`config.mk`:
```
export PLATFORM = sky130hd
export DESIGN_NAME = regfile_wb_arbiter_flat
export DESIGN_NICKNAME = d
export VERILOG_FILES = /design/src/rtl/regfile_wb_arbiter_if.sv /design/src/rtl/regfile_wb_arbiter.sv /design/src/flat_wrapper.sv
export SDC_FILE = /design/constraint.sdc
export NUM_CORES = 1
export LEC_CHECK = 0
export CAP_MARGIN = 20
export CORE_ASPECT_RATIO = 1.5
export CORE_MARGIN = 2
export CORE_UTILIZATION = 30
export DETAILED_ROUTE_END_ITERATION = 12
export PLACE_DENSITY = 0.63
export REMOVE_ABC_BUFFERS = 1
export SYNTH_ARGS = -nofsm -noshare
export SYNTH_HDL_FRONTEND = slang
export SYNTH_SLANG_ARGS = --single-unit
```
`constraint.sdc`:
```
create_clock -name clk -period 7.6 [get_ports clk]
set_input_delay 1.9 -clock clk [delete_from_list [all_inputs] [get_ports clk]]
set_output_delay 1.9 -clock clk [all_outputs]
set_load 0.005 [all_outputs]
```
`src/rtl/regfile_wb_arbiter_if.sv`:
```
// Bundle between the pipeline, the long-latency unit and the register-file write arbiter.
// It carries both write request channels, the scoreboard issue and query signals, and the write port.
interface regfile_wb_arbiter_if #(
    parameter int unsigned DATA_W = 32
);
    logic              a_valid;
    logic              a_ready;
    logic [4:0]        a_addr;
    logic [DATA_W-1:0] a_data;
    logic              b_valid;
    logic              b_ready;
    logic [4:0]        b_addr;
    logic [DATA_W-1:0] b_data;
    logic              issue_valid;
    logic [4:0]        issue_addr;
    logic [4:0]        rs1_addr;
    logic [4:0]        rs2_addr;
    logic              hazard;
    logic [31:0]       pending;
    logic              RegWrite;
    logic [4:0]        WriteRegAddr;
    logic [DATA_W-1:0] WriteData;

    modport master (
        output a_valid, a_addr, a_data,
        output b_valid, b_addr, b_data,
        output issue_valid, issue_addr, rs1_addr, rs2_addr,
        input  a_ready, b_ready, hazard, pending,
        input  RegWrite, WriteRegAddr, WriteData
    );

    modport slave (
        input  a_valid, a_addr, a_data,
        input  b_valid, b_addr, b_data,
        input  issue_valid, issue_addr, rs1_addr, rs2_addr,
        output a_ready, b_ready, hazard, pending,
        output RegWrite, WriteRegAddr, WriteData
    );
endinterface

```
`src/rtl/regfile_wb_arbiter.sv`:
```
// Single write-port arbiter (writeback A vs long-latency B, with B starvation guard)
// plus a scoreboard of destinations still owed by long-latency operations.
module regfile_wb_arbiter #(
    parameter int unsigned STARVE_LIMIT = 4,
    parameter int unsigned DATA_W       = 32
) (
    input  logic                  clk,
    input  logic                  reset,
    regfile_wb_arbiter_if.slave   bus
);
    localparam logic [3:0] LIMIT_C = 4'(STARVE_LIMIT);

    logic [3:0]        starve_cnt_r;
    logic [31:0]       pending_r;
    logic [31:0]       pending_nxt_s;
    logic              reg_write_r;
    logic [4:0]        wr_addr_r;
    logic [DATA_W-1:0] wr_data_r;
    logic              force_b_s;
    logic              a_ready_s;
    logic              b_ready_s;
    logic              a_xfer_s;
    logic              b_xfer_s;
    logic [4:0]        win_addr_s;
    logic [DATA_W-1:0] win_data_s;

    // B gets priority only once it has been refused STARVE_LIMIT cycles in a row
    assign force_b_s = (starve_cnt_r == LIMIT_C);
    assign a_ready_s = !(bus.b_valid && force_b_s);
    assign b_ready_s = !bus.a_valid || force_b_s;
    assign a_xfer_s  = bus.a_valid && a_ready_s;
    assign b_xfer_s  = bus.b_valid && b_ready_s;

    assign bus.a_ready      = a_ready_s;
    assign bus.b_ready      = b_ready_s;
    assign bus.hazard       = pending_r[bus.rs1_addr] | pending_r[bus.rs2_addr];
    assign bus.pending      = pending_r;
    assign bus.RegWrite     = reg_write_r;
    assign bus.WriteRegAddr = wr_addr_r;
    assign bus.WriteData    = wr_data_r;

    // Select the address/data of whichever requester transfers this cycle
    always_comb begin
        win_addr_s = bus.a_addr;
        win_data_s = bus.a_data;
        if (b_xfer_s) begin
            win_addr_s = bus.b_addr;
            win_data_s = bus.b_data;
        end else begin
            win_addr_s = bus.a_addr;
            win_data_s = bus.a_data;
        end
    end

    // Scoreboard next state: a new issue outranks a retiring result to the same register
    always_comb begin
        pending_nxt_s = pending_r;
        if (b_xfer_s) begin
            pending_nxt_s[bus.b_addr] = 1'b0;
        end else begin
            pending_nxt_s = pending_r;
        end
        if (bus.issue_valid && (bus.issue_addr != 5'd0)) begin
            pending_nxt_s[bus.issue_addr] = 1'b1;
        end else begin
            pending_nxt_s[0] = 1'b0;
        end
        pending_nxt_s[0] = 1'b0;
    end

    // Starvation counter: counts consecutive refused B cycles, saturating
    always_ff @(posedge clk or posedge reset) begin
        if (reset) begin
            starve_cnt_r <= 4'd0;
        end else if (b_xfer_s) begin
            starve_cnt_r <= 4'd0;
        end else if (bus.b_valid && (starve_cnt_r != 4'hF)) begin
            starve_cnt_r <= starve_cnt_r + 4'd1;
        end
    end

    // Scoreboard register
    always_ff @(posedge clk or posedge reset) begin
        if (reset) begin
            pending_r <= 32'd0;
        end else begin
            pending_r <= pending_nxt_s;
        end
    end

    // Write-port register: x0 writes are consumed but never enabled
    always_ff @(posedge clk or posedge reset) begin
        if (reset) begin
            reg_write_r <= 1'b0;
            wr_addr_r   <= 5'd0;
            wr_data_r   <= {DATA_W{1'b0}};
        end else if (a_xfer_s || b_xfer_s) begin
            reg_write_r <= (win_addr_s != 5'd0);
            wr_addr_r   <= win_addr_s;
            wr_data_r   <= win_data_s;
        end else begin
            reg_write_r <= 1'b0;
        end
    end
endmodule
```
`src/flat_wrapper.sv`:
```
// flat-port wrapper written by rule: the top's interface ports become plain ports
module regfile_wb_arbiter_flat 
#(
    parameter int unsigned STARVE_LIMIT = 4,
    parameter int unsigned DATA_W       = 32
)
  (clk, reset, bus_a_valid, bus_a_addr, bus_a_data, bus_b_valid, bus_b_addr, bus_b_data, bus_issue_valid, bus_issue_addr, bus_rs1_addr, bus_rs2_addr, bus_a_ready, bus_b_ready, bus_hazard, bus_pending, bus_RegWrite, bus_WriteRegAddr, bus_WriteData);
  regfile_wb_arbiter_if #(.DATA_W(DATA_W)) bus_i ();
  input  logic clk;
  input  logic reset;
  input wire logic [$bits(bus_i.a_valid)-1:0] bus_a_valid;
  input wire logic [$bits(bus_i.a_addr)-1:0] bus_a_addr;
  input wire logic [$bits(bus_i.a_data)-1:0] bus_a_data;
  input wire logic [$bits(bus_i.b_valid)-1:0] bus_b_valid;
  input wire logic [$bits(bus_i.b_addr)-1:0] bus_b_addr;
  input wire logic [$bits(bus_i.b_data)-1:0] bus_b_data;
  input wire logic [$bits(bus_i.issue_valid)-1:0] bus_issue_valid;
  input wire logic [$bits(bus_i.issue_addr)-1:0] bus_issue_addr;
  input wire logic [$bits(bus_i.rs1_addr)-1:0] bus_rs1_addr;
  input wire logic [$bits(bus_i.rs2_addr)-1:0] bus_rs2_addr;
  output wire logic [$bits(bus_i.a_ready)-1:0] bus_a_ready;
  output wire logic [$bits(bus_i.b_ready)-1:0] bus_b_ready;
  output wire logic [$bits(bus_i.hazard)-1:0] bus_hazard;
  output wire logic [$bits(bus_i.pending)-1:0] bus_pending;
  output wire logic [$bits(bus_i.RegWrite)-1:0] bus_RegWrite;
  output wire logic [$bits(bus_i.WriteRegAddr)-1:0] bus_WriteRegAddr;
  output wire logic [$bits(bus_i.WriteData)-1:0] bus_WriteData;
  assign bus_i.a_valid = bus_a_valid;
  assign bus_i.a_addr = bus_a_addr;
  assign bus_i.a_data = bus_a_data;
  assign bus_i.b_valid = bus_b_valid;
  assign bus_i.b_addr = bus_b_addr;
  assign bus_i.b_data = bus_b_data;
  assign bus_i.issue_valid = bus_issue_valid;
  assign bus_i.issue_addr = bus_issue_addr;
  assign bus_i.rs1_addr = bus_rs1_addr;
  assign bus_i.rs2_addr = bus_rs2_addr;
  assign bus_a_ready = bus_i.a_ready;
  assign bus_b_ready = bus_i.b_ready;
  assign bus_hazard = bus_i.hazard;
  assign bus_pending = bus_i.pending;
  assign bus_RegWrite = bus_i.RegWrite;
  assign bus_WriteRegAddr = bus_i.WriteRegAddr;
  assign bus_WriteData = bus_i.WriteData;
  regfile_wb_arbiter #(.STARVE_LIMIT(STARVE_LIMIT), .DATA_W(DATA_W)) u_core (.clk(clk), .reset(reset), .bus(bus_i));
endmodule
```
== After elaboration in Yosys (flattened, before gate mapping) ==
Cells that the tools add are included.

* Bits in registers: 73
* Latch bits: 0
* RAM bits: 0
* ROM bits: 0
* Bits of input ports: 94
* Logic and storage cells: 47
* Memories: 0

* $add $sub $neg: 1
* Multipliers: 0
* Div/mod/pow operators: 0
* $lt $le $gt $ge: 6
* Equality and inequality tests: 2
* Shift-type cells: 0
* Mux-type cells: 15
* Bitwise operators: 4
* Reductions and logical operators: 14

{| class="wikitable"
|+ Operators with widths
! kind !! number
|-
| $mux W32 || 2
|-
| $and A32 B32 Y32 || 1
|-
| $not A32 Y32 || 1
|-
| $or A32 B32 Y32 || 1
|-
| $mux W31 || 1
|-
| $lt A5 B6 Y1 const B || 4
|-
| $bmux W1 S5 || 2
|-
| $demux W1 S5 || 2
|-
| $ge A5 B1 Y1 const B || 2
|-
| $reduce_bool A5 Y1 || 2
|-
| $mux W4 || 2
|-
| $logic_and A1 B1 Y1 || 7
|-
| $mux W1 || 5
|-
| $mux W5 || 1
|-
| $add A4 B1 Y4 const B || 1
|-
| $eq A4 B3 Y1 const B || 1
|-
| $ne A4 B4 Y1 const B || 1
|-
| $logic_not A1 Y1 || 2
|-
| $logic_or A1 B1 Y1 || 2
|-
| $reduce_bool A2 Y1 || 1
|-
| $or A1 B1 Y1 || 1
|}

== Depth between registers and ports, before layout ==
* Word-level depth: 9
* Mapped depth: 8
* Gate-level depth less buffers: 7

== Worst setup path before layout ==
OpenSTA, ideal clock, no wires.

* Path type: input-to-output
* Start point: input port bus_rs2_addr[1]
* End point: output port bus_hazard
* Data arrival time: 3.113 ns
* Required time: 5.700 ns
* Slack: 2.587 ns
* Cell stages on the path: 6
* Cell sequence: clkbuf_1 mux4_2 mux2i_1 nor3b_1 a31oi_1 o211ai_1

* Word-level cells in the longest chain between the ends: 3

{| class="wikitable"
|+ RTL lines
! what !! RTL line !! source
|-
| start, declared || flat_wrapper.sv:20 || <nowiki>input wire logic [$bits(bus_i.rs2_addr)-1:0] bus_rs2_addr;</nowiki>
|-
| $bmux W1 S5 || regfile_wb_arbiter.sv:36 || <nowiki>assign bus.hazard = pending_r[bus.rs1_addr] | pending_r[bus.rs2_addr];</nowiki>
|-
| $mux W1 (implied by the code) || regfile_wb_arbiter.sv:36 ||
|-
| $or A1 B1 Y1 || regfile_wb_arbiter.sv:36 ||
|-
| end, declared || flat_wrapper.sv:23 || <nowiki>output wire logic [$bits(bus_i.hazard)-1:0] bus_hazard;</nowiki>
|}

Every way passes these cells. The select of a mux whose other input is x is not followed.

== Final worst setup path ==
* Start point: input port bus_rs2_addr[0]
* End point: output port bus_hazard

The elaborated chain is that of the path after synthesis.

==> results.txt <==
The run finished with clean final reports. The setup slack at placement came out at 1473 ps. The cell area after synthesis came out at 3725 sq um. The area used by sequential logic in the layout is 1827 sq um. The hold buffer count at CTS is 0. Max-cap violations in this run came to 0. Grouping stages by cell kind, the critical path spends the most delay in buffers and inverters. The count of input and output buffers is 165.

The least setup slack across all paths after layout came out at 1466 ps. The post-synthesis async set-or-reset flop share came out at 100.0%. The die is 94.98 microns wide. Setup repair after global routing left no endpoint under its margin.

The clock tree root buffer cell is sky130_fd_sc_hd__clkbuf_16. The count of flip-flops with a built-in enable after synthesis came out at 0. The kind of end point of the critical path is a primary output.

In this run the power density over the cells is 234.5 nW/um^2. By instance count, the cell type seen most on the critical path is sky130_fd_sc_hd__clkdlybuf4s50_1. The count of fill cells added during filler insertion is 1154.

The area growth from synthesis to layout is 55.32%. The clock-pin slew on the worst setup and hold paths is 60 ps. The sequential cell area fraction in the yosys report is 49.04%. The clock skew after layout is 7.272 ps. The total net switching power is 0.0004041 W. The row count is 49. The startpoint of the worst-slack reg-to-reg timing path is u_core.starve_cnt_r[0]. In the final routed layout, each cell accounts on average for 18.47 microns. The post-detailed-routing wire length is 12800 microns. The number of buffers between clock root and the deepest sink is 2. The leftover overflow at the end of global routing came out at 0. The final hold violation count was 0.

The number of CTS-inserted buffers came out at 9. The sum of buffers and inverters on the critical path is 2. The normalized max-slew margin came out at 37.53%. The sequential share of power is 40.3%. Once detailed placement completed, the half-perimeter wirelength came to 9767 microns.

The delay of the slowest critical-path stage came out at 720 ps. The area of the core region is 12080 sq um. The clock sink total came out at 73. The mean cell area of the mapped netlist came out at 9.828 sq um. The kind of launch point of the worst setup path is a primary input. In the synthesized netlist the dominant register cell turns out to be sky130_fd_sc_hd__dfrtp_1. The diode insertion count for antenna repair is 0. After synthesis, the netlist uses 38 different library cells. The worst hold path begins at u_core.bus.WriteRegAddr[1]. Counting every instance in the synthesized netlist gives 379. The area enclosed by the die boundary is 13340 sq um.

For this configuration, the core starts out at a cell density of 30.84%. The worst register-to-register path ends at u_core.bus.WriteData[23]. For this run, the number of Yosys warnings is 0. The number of setup buffers added after CTS is 0.

The design internal power is 0.0009528 W. The mean number of vias per cell came out at 5.267. The routed layout has 3650 vias.

The H-tree depth reported by CTS is 3. The number of stages on the worst hold path is 2. The congestion estimate from routability-driven global placement came to 0.8506. The count of cells resized by post-cts repair is 0.

The first global-routing pass estimated 20020 microns of wire. The post-synthesis sequential element count is 73. The number of slew-limit violations in the final report is 0. The final number of setup-violating endpoints is 0. The worst path uses 80.72% of the clock period. The total routing usage reported by global routing is 19.54%. The worst hold path belongs to the class register to register.

The initial antenna violation count is 0. The I/O pin total came out at 167. Measured in cells, the most critical reg-to-reg path has a length of 9. The total negative setup slack is 0 ps. The count of antenna-violating nets left after detailed routing came out at 0. The critical path goes through clkdlybuf4s50_1 > mux4_1 > mux2_2 > a31oi_1 > o211ai_1 > clkdlybuf4s50_1. Leaving out fill and tap cells, the most frequent cell in the layout is sky130_fd_sc_hd__clkdlybuf4s50_1. The final-stage net count is 631.

TritonCTS built the clock tree. For the pin with the worst max-slew slack, the measured transition is 937.1 ps. The data arrival time at the worst-slack endpoint is 4230 ps. For this run, the detailed router's first-pass iteration total came to 4. The largest individual stage delay along the critical path comes from the cell sky130_fd_sc_hd__clkdlybuf4s50_1. The floorplan die height is 140.5 microns. The clock power share is 29.3%. The maximum clock frequency came out at 163.0 MHz. In the layout the commonest cells are sky130_fd_sc_hd__clkdlybuf4s50_1, sky130_fd_sc_hd__nand2_1, sky130_fd_sc_hd__dfrtp_1, sky130_fd_sc_hd__o21ai_0, sky130_fd_sc_hd__a22oi_1. The share of cells above drive strength 1 is 6.481%.

The worst-case vdd ir drop came out at 0.00009761 V. The pin count of the biggest net entering global routing is 74. The proportion of total power due to net switching came out at 29.78%. The end point of the worst hold path is u_core.bus.WriteRegAddr[1]. By startpoint and endpoint, the worst setup path is classified as primary input to primary output. The worst register-to-register path has a setup slack of 5170 ps. The shortest period the worst path allows is 6134 ps. The number of global-route vias before repair came to 3848. The critical path runs through a total of 6 cells.

The detailed router finished its first iteration with 169 violations. The leakage power of the design is 2.353 nW. The source-to-sink clock delay at the later pin of the worst-skew pair is 330 ps.

The footprint of the multi-input gates came out at 1784 sq um. The combinational cell fraction of total power came out at 30.5%. The detailed-route DRC error count is 0. Along the worst path, the maximum fanout reaches 9. The required time at the worst-slack endpoint is 5700 ps.
[through the flow]
| step | power (W) | hold WS, ps | cells | utilization, % | instance area (sq um) |
|---|---|---|---|---|---|
| 2_1_floorplan | 0.0006873 | 473.3 | 355 | - | 3612 |
| 3_3_place_gp | 0.0009573 | 468.2 | 677 | 45.56 | 5503 |
| 3_5_place_dp | 0.0009697 | 469.8 | 677 | 45.56 | 5503 |
| 4_1_cts | 0.001376 | 483.3 | 693 | 47.90 | 5786 |
| 5_1_grt | 0.001438 | 497.5 | 693 | 47.90 | 5786 |
| 6_report | 0.001357 | 476.9 | 693 | 47.90 | 5786 |
[power groups by stage]
stage	logic (W)	registers, W	clock network, W
global route	0.000457	0.000556	0.000425
global placement	0.000407	0.000550	0
finish	0.000413	0.000546	0.000397
floorplan	0.000158	0.000530	0
CTS	0.000419	0.000546	0.000411
detailed placement	0.000418	0.000552	0
[Yosys cell counts (2+ instances only)]
cell,number,area share [%]
sky130_fd_sc_hd__nand2b_1,5,0.84
sky130_fd_sc_hd__inv_1,5,0.50
sky130_fd_sc_hd__mux2i_1,10,2.7
sky130_fd_sc_hd__nor2b_1,3,0.50
sky130_fd_sc_hd__o21ai_0,66,8.9
sky130_fd_sc_hd__nand3b_1,7,1.4
sky130_fd_sc_hd__xnor2_1,2,0.47
sky130_fd_sc_hd__buf_4,2,0.40
sky130_fd_sc_hd__nor2_1,11,1.1
sky130_fd_sc_hd__clkbuf_1,15,1.5
sky130_fd_sc_hd__o211ai_1,5,1.0
sky130_fd_sc_hd__nand4_1,2,0.34
sky130_fd_sc_hd__mux4_1,4,2.8
sky130_fd_sc_hd__mux2_2,3,0.91
sky130_fd_sc_hd__buf_2,6,0.81
sky130_fd_sc_hd__nand2_1,83,8.4
sky130_fd_sc_hd__nand3_1,10,1.3
sky130_fd_sc_hd__dfrtp_1,73,49
sky130_fd_sc_hd__ha_1,2,0.67
sky130_fd_sc_hd__or3b_1,2,0.47
sky130_fd_sc_hd__a22oi_1,32,6.4
sky130_fd_sc_hd__nor3_1,2,0.27
sky130_fd_sc_hd__mux4_2,9,5.4
sky130_fd_sc_hd__a21oi_1,6,0.81
[area by class of cell]
type                    count  share of cell area, %
repair buffers            169                  29.07
well taps                 153                  3.309
clock buffers              11                  4.196
clock inverters             5                 0.6920
inverters                   5                 0.3244
flip-flops and latches     73                  31.57
multi-input cells         277                  30.84
[kinds of logic after synthesis]
group | synth area share (%)
other cells | 0.1007
fa+ha+maj | 0.6717
mux | 11.86
simple gates | 15.86
compound gates | 18.24
flops | 49.04
buf+inv | 3.527
xor+xnor | 0.7055
[worst max-delay path by stage]
| stage | end | start | slack (ps) |
|---|---|---|---|
| global route | bus_hazard | bus_rs2_addr[0] | 1380 |
| finish | bus_hazard | bus_rs2_addr[0] | 1470 |
| global placement | bus_hazard | bus_rs1_addr[0] | 1490 |
| CTS | bus_hazard | bus_rs2_addr[0] | 1470 |
| detailed placement | bus_hazard | bus_rs2_addr[0] | 1470 |
| floorplan | bus_hazard | bus_rs2_addr[0] | 2770 |
[sequential cells by signal (all words and copies together), names as in the netlist]
register and flops:
u_core.bus.WriteData 32, u_core.bus.RegWrite 1, u_core.bus.WriteRegAddr 5, u_core.starve_cnt_r 4
u_core.bus.pending 31
[per-layer routing]
layer  vias up  wire length, microns  track usage (%)
li1       1683                     -                -
met1      1756                  4544            21.14
met2       181                  6899            35.39
met3        30                   958            4.680
met4         0                   397            8.467
met5         -                     0                0
[worst register-to-register path: cells and delay by family, from the launching register on]
| kind | cells | cell delay (ps) |
|---|---|---|
| flip-flops | 1 | 400 |
| AND/OR/NAND/NOR | 4 | 420 |
| adder cells (fa/ha/maj) | 1 | 170 |
| AO/OA/AOI/OAI | 1 | 530 |
| buffers and inverters | 3 | 800 |
(Power assumes the default switching activity.)
